<file path="config.mk">
export PLATFORM = sky130hd
export DESIGN_NAME = down_counter
export DESIGN_NICKNAME = d
export VERILOG_FILES = /design/src/rtl/down_counter_pkg.sv /design/src/rtl/down_counter.sv
export SDC_FILE = /design/constraint.sdc
export NUM_CORES = 1
export LEC_CHECK = 0
export ABC_AREA = 1
export ABC_CLOCK_PERIOD_IN_PS = 1270
export CAP_MARGIN = 10
export CELL_PAD_IN_SITES_DETAIL_PLACEMENT = 2
export CELL_PAD_IN_SITES_GLOBAL_PLACEMENT = 2
export CORE_UTILIZATION = 21
export CTS_CLUSTER_DIAMETER = 150
export DETAILED_ROUTE_END_ITERATION = 8
export PLACE_DENSITY_LB_ADDON = 0.1
export SYNTH_ARGS = -nofsm -noshare
export SYNTH_HDL_FRONTEND = slang
export SYNTH_SLANG_ARGS = --single-unit
export TNS_END_PERCENT = 30
</file>
<file path="constraint.sdc">
create_clock -name clock -period 1.27 [get_ports clock]
set_input_delay 0.1905 -clock clock [delete_from_list [all_inputs] [get_ports clock]]
set_output_delay 0.1905 -clock clock [all_outputs]
set_load 0.1 [all_outputs]
</file>
<file path="src/rtl/down_counter_pkg.sv">
// Shared types and reset constants for the loadable down-counter/timer.
package down_counter_pkg;

    // Controller states: IDLE (parked), RUN (counting), DONE (expired, no reload).
    typedef enum logic [1:0] {
        IDLE = 2'd0,
        RUN  = 2'd1,
        DONE = 2'd2
    } state_t;

    // Values forced by the synchronous active-low reset.
    localparam state_t STATE_RST = IDLE;
    localparam logic   TC_RST    = 1'b0;

endpackage : down_counter_pkg

</file>
<file path="src/rtl/down_counter.sv">
// Loadable N-bit down-counter/timer with terminal-count pulse and optional
// auto-reload. A load always wins over counting, and a load of zero parks the
// block in IDLE. In RUN with en=1 the count steps down. When the count goes
// from 1 to the next value the block has expired: tc pulses for one cycle, and
// the count either restarts from the captured reload value or stops in DONE.
//
// There is no valid/ready handshake. load and en are sampled on every rising
// clock edge. State is reported through dbg_state so checkers can bind to it.
module down_counter
    import down_counter_pkg::*;
#(
    parameter int N = 4
) (
    input  logic         clock,
    input  logic         reset_n,
    input  logic         load,
    input  logic [N-1:0] load_val,
    input  logic         en,
    input  logic         auto_reload,
    output logic [N-1:0] cnt,
    output logic         tc,
    output logic         busy,
    output logic         done,
    output state_t       dbg_state
);

    localparam logic [N-1:0] CNT_ONE = {{(N-1){1'b0}}, 1'b1};

    state_t       state_q, state_d;
    logic [N-1:0] cnt_q, cnt_d;
    logic [N-1:0] reload_q, reload_d;
    logic         tc_q, tc_d;

    // Next-state logic: load > expiry/decrement > hold; tc defaults low so it is one cycle wide.
    always_comb begin
        state_d  = state_q;
        cnt_d    = cnt_q;
        reload_d = reload_q;
        tc_d     = 1'b0;

        if (load) begin
            reload_d = load_val;
            cnt_d    = load_val;
            state_d  = (load_val != '0) ? RUN : IDLE;
        end else begin
            unique case (state_q)
                IDLE: begin
                    // Parked: count held, en has no effect.
                end
                RUN: begin
                    if (en) begin
                        if (cnt_q == CNT_ONE) begin
                            tc_d = 1'b1;
                            if (auto_reload) begin
                                // Period is reload_q enabled cycles; 0 is never shown.
                                cnt_d = reload_q;
                            end else begin
                                cnt_d   = '0;
                                state_d = DONE;
                            end
                        end else if (cnt_q == '0) begin
                            // A load of zero never enters RUN, so this is unreachable.
                            // Park in IDLE anyway so the count cannot wrap.
                            state_d = IDLE;
                        end else begin
                            cnt_d = cnt_q - CNT_ONE;
                        end
                    end
                end
                DONE: begin
                    // Expired: hold zero until the next load or reset.
                    cnt_d = '0;
                end
                default: begin
                    state_d = IDLE;
                    cnt_d   = '0;
                end
            endcase
        end
    end

    // State, count, reload value and tc registers; synchronous active-low reset wins over everything.
    always_ff @(posedge clock) begin
        if (!reset_n) begin
            state_q  <= STATE_RST;
            cnt_q    <= '0;
            reload_q <= '0;
            tc_q     <= TC_RST;
        end else begin
            state_q  <= state_d;
            cnt_q    <= cnt_d;
            reload_q <= reload_d;
            tc_q     <= tc_d;
        end
    end

    assign cnt       = cnt_q;
    assign tc        = tc_q;
    assign busy      = (state_q == RUN);
    assign done      = (state_q == DONE);
    assign dbg_state = state_q;

endmodule : down_counter
</file>
Word level (Yosys, flattened, before mapping)

Index checks and enable logic that the tools add are counted.

Bitwise gates (word level): 3
Add/subtract/negate cells: 1
Reduce and logical (&&, ||, !) cells: 7
Multiplexer cells: 14
Eq/ne operators: 9

Operators with widths:

| cell                                                                     | count |
|---|---|
| 4-bit 2-to-1 mux                                                         | 5 |
| 2-bit 2-to-1 mux                                                         | 5 |
| 4-bit inequality test (second input constant)                            | 2 |
| 4-bit case mux with 2 select lines                                       | 1 |
| 4-bit by 1-bit equality test with 1-bit output (second input constant)   | 1 |
| 4-bit zero test                                                          | 1 |
| 4-bit by 2-bit inequality test with 1-bit output (second input constant) | 1 |
| 2-bit case mux with 2 select lines                                       | 1 |
| 4-bit AND reduction                                                      | 1 |
| 4-bit nonzero test                                                       | 1 |
| 4-bit OR reduction                                                       | 1 |
| 4-bit by 1-bit subtractor with 4-bit output (second input constant)      | 1 |
| 3-bit inequality test (second input constant)                            | 1 |
| 1-bit inverter                                                           | 3 |
| 3-bit AND reduction                                                      | 1 |
| 2-bit by 1-bit equality test with 1-bit output (second input constant)   | 1 |
| 2-bit equality test (second input constant)                              | 1 |
| 2-bit zero test                                                          | 1 |
| 1-bit 2-to-1 mux                                                         | 2 |
| 2-bit by 1-bit inequality test with 1-bit output (second input constant) | 1 |
| 2-bit inequality test (second input constant)                            | 1 |
| 2-bit OR reduction                                                       | 1 |

Logic and storage cells: 38
Output and inout port bits: 9
Input port bits: 9
Register bits after elaboration: 11

Depth between registers and ports, before layout

Gate-level depths: netlist (run 1).

Depth after elaboration: 6
Depth in mapped cells: 9
Gate-level depth less buffers: 9

Worst setup path after synthesis (run 1)

Ideal clock, no wire load.

Kind: flip-flop to flip-flop
Start: register state_q[0], in the netlist dbg_state[0]
End: register state_q[1], in the netlist dbg_state[1]
Library setup time: 66 ps
Cell stages (with the launch flop): 7
Required time: 1204 ps
Arrival time: 3081 ps
Setup slack: -1877 ps
Cells stage by stage: dfxtp_1 > inv_1 > nor2_1 > nand3_1 > nand3_1 > nand2_1 > a21oi_2

RTL lines:

| what                                                                                      | line               | RTL |
|---|---|---|
| start: declaration                                                                        | down_counter.sv:29 | `state_t state_q, state_d;` |
| start signal: assignment                                                                  | down_counter.sv:90 | `state_q <= state_d;` |
| 2-bit by 1-bit equality test with 1-bit output (*)                                        | --                 |  |
| named net busy                                                                            | down_counter.sv:22 | `output logic busy,` |
| 4-bit by 2-bit inequality test with 1-bit output (no source line) (tied with other cells) | --                 |  |
| 4-bit AND reduction (no source line) / 2-bit 2-to-1 mux (equally long branches)           | --                 |  |

The timed path passes the listed nets; every way through them passes the cells marked *.
A chain may end at the register's enable or synchronous reset.

Final worst setup path (run 1)

Start: register cnt_q[1], in the netlist cnt[1]
End: register cnt_q[3], in the netlist cnt[3]

Longest elaborated chain between the ends: 6

Ends and longest elaborated chain:

| what                                        | line               | RTL |
|---|---|---|
| start: declaration                          | down_counter.sv:30 | `logic [N-1:0] cnt_q, cnt_d;` |
| start signal: assignment                    | down_counter.sv:91 | `cnt_q <= cnt_d;` |
| 4-bit by 1-bit subtractor with 4-bit output | down_counter.sv:66 | `cnt_d = cnt_q - CNT_ONE;` |
| 4-bit 2-to-1 mux                            | down_counter.sv:61 | `end else if (cnt_q == '0) begin` |
| 4-bit 2-to-1 mux                            | down_counter.sv:52 | `if (cnt_q == CNT_ONE) begin` |
| 4-bit 2-to-1 mux                            | down_counter.sv:51 | `if (en) begin` |
| 4-bit case mux with 2 select lines          | down_counter.sv:46 | `unique case (state_q)` |
| 4-bit 2-to-1 mux                            | down_counter.sv:41 | `if (load) begin` |

Parallel ways exist; a longest one is shown, timed or not. The select of a mux whose other input is x is not followed.

==> flow_summary.json, run 1 <==
{
  "status": "finished with violations",
  "violations": "negative setup slack",
  "critPathCaptureType": "flip-flop",
  "num_io_pins": 18,
  "holdCritPathClass": "in2reg",
  "arrival_ps": 1460,
  "drive_gt1_frac": 0.4771,
  "dieArea_sq_um": 3380,
  "worst-slew-pin-transition_ps": 330.6,
  "netlist-cell-type-count": 15,
  "synth_top_family_by_area": "simple AND/OR/NAND/NOR gates",
  "cts.sinks": 11,
  "synth_nets": 116,
  "rows": 20,
  "synthSimpleGateAreaFrac": 0.4480,
  "postCtsHoldBufs": 0,
  "grt_pass1_wl_um": 4947,
  "crit_fanout": 4,
  "ys_seq_area_frac": 0.3327,
  "maxCapViolCount": 0,
  "vias_per_cell": 4.477,
  "required_ps": 1450,
  "syn_to_final_growth_pct": 105.9,
  "fp.dieH_um": 58.14,
  "n_antenna_cell": 0,
  "fillers": 351,
  "synth_xor_area_frac": 0,
  "core_area_sq_um": 3028,
  "grt_max_degree": 7,
  "clkSlewWorstSetupHoldPaths_ps": 80,
  "power.density_nw_per_um2": 956.1,
  "synth_compound_area_frac": 0.09641,
  "vias": 882,
  "synth_mux_area_frac": 0,
  "antenna_found_initial": 0,
  "relSlewSlack": 0.7789,
  "finalSetupViolations": 2,
  "rsz0062_at_grt": "true",
  "dp_hpwl_um": 2338,
  "synth_top_cell_by_area": "dfxtp_1",
  "dpl_worst_slack_ps": -320.3,
  "ys_ff_latch": 11,
  "grtUsageTotal": 0.1995,
  "timing.final.ws_setup_ps": -9.810,
  "hold_ws_ps": 398.2,
  "grt-ovfl-total": 0,
  "skew_ps": 6.917,
  "yosys.area_share.adder": 0.03781,
  "grt_pass1_vias": 978,
  "drt_iter0_markers": 6,
  "leakagePower_nw": 0.6117,
  "h-tree-depth": 1,
  "routedWlPerCell_um": 15.29,
  "netlist_top_cells_area": "dfxtp_1, nand2_1, nor2_1",
  "hold_viol": 0,
  "fmax_ghz": 0.7814,
  "min_period_ps": 1280,
  "ys_warn_count": 0,
  "clock-root-buffer": "clkbuf_4",
  "postLayoutCellArea_sq_um": 1363,
  "syn_inst": 105,
  "slew_violations": 0,
  "detailed_place.area_sq_um": 1172,
  "drtAntennaViolNets": 0,
  "syn_area_sq_um": 661.9,
  "drc": 0,
  "tritoncts": "built",
  "nNetsFinal": 165,
  "worstSetupStartpointType": "flip-flop",
  "drt_wl_total_um": 3012,
  "synth_top_area_share": 0.3327,
  "die_x_um": 58.14,
  "cts_inserted_buffers": 3,
  "gp_congestion": 0.7723,
  "crit_type": "reg2reg",
  "firstDrtPassIters": 4,
  "port_buffers": 17,
  "ir_drop_uv": 533.1,
  "post-route-period-util": 1.008,
  "finalPower_mw": 1.303,
  "clock_latency_ps": 280,
  "clk_path_buf_depth": 2,
  "initial_utilization": 0.2186,
  "avgSynthCellArea_sq_um": 6.304
}
[worst max-delay path, cell delays in order, from the launching register on]
cell and delay (ps):
dfxtp_4 370, inv_6 50, ha_4 170, buf_4 140, o21ai_2 120, nand2_1 70
nand3_1 80, inv_1 60, nor2_2 90, nor2_1 50
[placed cells by master (no fill, tap or decap)]
master and count:
a21oi_1 6, buf_6 1, nor2_4 5, nand2_2 3, nand4_1 3, inv_2 1, o21ai_1 2, dfxtp_4 4
nand3_2 3, nand3_4 1, nor3_4 1, o21ai_2 2, clkdlybuf4s50_1 7, buf_4 25, inv_4 4, buf_12 10
dfxtp_2 2, ha_4 2, dlymetal6s2s_1 1, clkbuf_1 1, nand3_1 7, nand2_1 28, nor2_1 9, dfxtp_1 5
clkbuf_4 3, inv_6 1, o21ai_0 1, nand3b_1 1, inv_1 9, a21oi_2 1, nor2_2 3, nand2_4 1
[state kept, by name (all words and copies together) (netlist names)]
register / count
cnt: 4
reload_q: 4
dbg_state: 2
tc: 1
[metal layers]
| layer | GRT usage | vias up | wire, um |
|---|---|---|---|
| met5 | 0 | - | 0 |
| met4 | 0.04082 | 0 | 23 |
| met3 | 0.04911 | 4 | 71 |
| met2 | 0.3580 | 9 | 1624 |
| met1 | 0.2402 | 436 | 1292 |
| li1 | - | 433 | - |
[synth_stat cells]
master    instances
inv_1            15
a21oi_2           1
dfxtp_1          11
nand2_1          31
ha_1              2
nand3_2           2
a21oi_1           6
nand3_1           9
nand2_2           1
nor3_4            1
nand4_1           3
o21ai_0           5
nor2_2            1
nor2_1           16
nand3b_1          1
[worst paths after layout]
check | startpoint | endpoint | slack, ps | cells after the start
worst max-delay path | cnt[1] | cnt[3] | -10 | 9
worst min-delay path | load | tc | 400 | 6
worst max register to register | cnt[1] | cnt[3] | -10 | 9
worst min register to register | reload_q[0] | reload_q[0] | 460 | 2
[power by group]
| part | internal [mW] | total, mW | switching [mW] |
|---|---|---|---|
| clock | 0.122 | 0.253 | 0.131 |
| combinational | 0.274 | 0.654 | 0.380 |
| sequential | 0.368 | 0.396 | 0.0275 |
| total | 0.764 | 1.30 | 0.539 |
[cells by family after synthesis]
group | count (synthesis)
fa+ha+maj | 2
compound gates | 12
buf+inv | 15
flops | 11
simple gates | 65
[what timing repair did]
| item | 4_1_cts | 5_1_grt |
|---|---|---|
| gates cloned | 0 | 0 |
| pin swaps | 11 | 10 |
| resized for setup | 25 | 14 |
| setup endpoints to repair | 9 | 8 |
| setup buffers | 4 | 1 |
[metrics by stage]
| step | utilization | setup TNS (ps) | std cells |
|---|---|---|---|
| 2_1_floorplan | - | -2424 | 105 |
| 3_3_place_gp | 0.3872 | -1774 | 188 |
| 3_5_place_dp | 0.3872 | -2342 | 188 |
| 4_1_cts | 0.4335 | -38.10 | 196 |
| 5_1_grt | 0.4500 | -465.8 | 197 |
| 6_report | 0.4500 | -19.61 | 197 |
[final cells by class]
class / count / area, sq um / share of cell area
Multi-Input combinational cell: 79 / 490.5 / 0.3600
Timing Repair Buffer: 44 / 481.7 / 0.3535
Sequential cell: 11 / 237.7 / 0.1745
Inverter: 15 / 71.32 / 0.05234
Tap cell: 44 / 55.05 / 0.04040
Clock buffer: 4 / 26.28 / 0.01928
Note: power is estimated with default switching activity, not from simulation.
==> inputs of run 2 (changes only) <==
REMOVE_ABC_BUFFERS = 1   (was not set)
==> flow_summary.json, run 2 (synthesis results as in run 1) <==
{
  "status": "complete, no violations",
  "regArea_sq_um": 230.2,
  "drive_gt1_frac": 0.4771,
  "skew_ps": 3.010,
  "cp_slowest_cell": "dfxtp_4",
  "worstSetupStartpointType": "flip-flop",
  "final_cells": 197,
  "rsz0062_at_grt": "true",
  "relSlewSlack": 0.8529,
  "num_io_pins": 18,
  "path_cells": "inv_4, nor2_4, buf_12",
  "antenna_found_initial": 0,
  "min_period_ps": 1265,
  "slew_violations": 0,
  "nNetsFinal": 165,
  "cts_inserted_buffers": 3,
  "hold_viol": 0,
  "clkSlewWorstSetupHoldPaths_ps": 90,
  "cts.sinks": 11,
  "crit_fanout": 6,
  "ir_drop_uv": 568.3,
  "postCtsHoldBufs": 0,
  "leakagePower_nw": 0.5980,
  "grtUsageTotal": 0.1770,
  "finalSetupViolations": 0,
  "detailed_place.area_sq_um": 1127,
  "required_ps": 1080,
  "mostFrequentLayoutCell": "nand2_1",
  "vias_per_cell": 4.416,
  "fin_util": 0.4426,
  "holdCritPathClass": "reg2reg",
  "h-tree-depth": 1,
  "dp.cells": 186,
  "syn_to_final_growth_pct": 102.5,
  "vias": 870,
  "mostFrequentLayoutCells": "nand2_1, buf_4, inv_1, nand3_1, buf_12",
  "rows": 20,
  "crit_type": "reg2out",
  "maxCapViolCount": 0,
  "rr_worst_depth": 8,
  "die_x_um": 58.14,
  "core_area_sq_um": 3028,
  "fillers": 352,
  "critPathCaptureType": "output pin",
  "drc": 0,
  "worst-slew-pin-transition_ps": 219.8,
  "clk_path_buf_depth": 2,
  "slowest_delay_ps": 440,
  "drt_iter0_markers": 15,
  "tritoncts": "built",
  "grt_pass1_wl_um": 4374,
  "power.density_nw_per_um2": 968.1,
  "routedWlPerCell_um": 14.26,
  "n_antenna_cell": 0,
  "multi_input_area_sq_um": 488.0,
  "grt-ovfl-total": 0,
  "clock_latency_ps": 280,
  "drt_wl_total_um": 2810,
  "grt_max_degree": 8,
  "firstDrtPassIters": 4,
  "grt_pass1_vias": 924,
  "hold_depth": 2,
  "fmax_ghz": 0.7906,
  "initial_utilization": 0.2186,
  "fp.dieH_um": 58.14,
  "drtAntennaViolNets": 0,
  "dp_hpwl_um": 2140,
  "postLayoutCellArea_sq_um": 1340,
  "gp_congestion": 0.7519,
  "port_buffers": 17,
  "dieArea_sq_um": 3380,
  "arrival_ps": 1070,
  "clock-root-buffer": "clkbuf_4",
  "post-route-period-util": 0.9960
}
## run 2: cell types whose count changed in the layout (fill, tap and decap cells not counted), moves of 2 or more
cell	previous run	this run
nand3_2	3	1
nand3_1	7	9
nand2_1	28	26
dfxtp_1	5	7
nor2_2	3	5
dfxtp_4	4	2
## run 2: layout make-up
type                    instances  area share
multi-input cells              79      0.3641
repair buffers                 44      0.3511
flip-flops and latches         11      0.1718
inverters                      15     0.05135
well taps                      44     0.04108
clock buffers                   3     0.01681
clock inverters                 1    0.003735
## run 2: worst paths after layout
check	from	endpoint	slack, ps
worst max-delay path	dbg_state[1]	done	5
worst min-delay path	reload_q[2]	reload_q[2]	470
worst max register to register	cnt[1]	cnt[3]	20
worst min register to register	reload_q[2]	reload_q[2]	470
## run 2: power breakdown
part | leakage, nW | switching, mW | internal [mW] | total [mW]
Sequential | 0.0926 | 0.0262 | 0.368 | 0.394
Clock | 0.0177 | 0.146 | 0.117 | 0.263
Combinational | 0.488 | 0.374 | 0.267 | 0.640
Total | 0.598 | 0.546 | 0.751 | 1.30
## run 2: worst max-delay path, delay by kind of cell (launching register included)
kind                   cells  cell delay (ps)
buffers and inverters      2              230
DFF                        1              440
and+or+nand+nor            1              120
## run 2: timing repair
| action | 4_1_cts | 5_1_grt |
|---|---|---|
| endpoints found under the setup margin | 8 | 8 |
| resized for setup | 28 | 21 |
| pin swaps | 6 | 15 |
| hold endpoints to repair | 0 | 0 |
| setup buffers | 4 | 3 |
## run 2: per-stage QoR
step                power, mW  TNS, ps  hold slack, ps  setup slack (ps)
finish                  1.297        0           473.6             5.110
global route            1.368   -434.8           497.3            -100.2
CTS                     1.246   -2.635           478.5            -1.674
detailed placement     0.9251    -2089           467.0            -299.1
global placement       0.9100    -1711           451.6            -250.4
floorplan              0.6768   -12010           310.8             -1877
## run 2: per-layer routing
layer	vias to the layer above	share of wire	global-route usage
met5	-	0	0
li1	434	-	-
met2	10	0.55	0.3300
met4	0	0.0082	0.03061
met3	2	0.024	0.04688
met1	424	0.42	0.2033
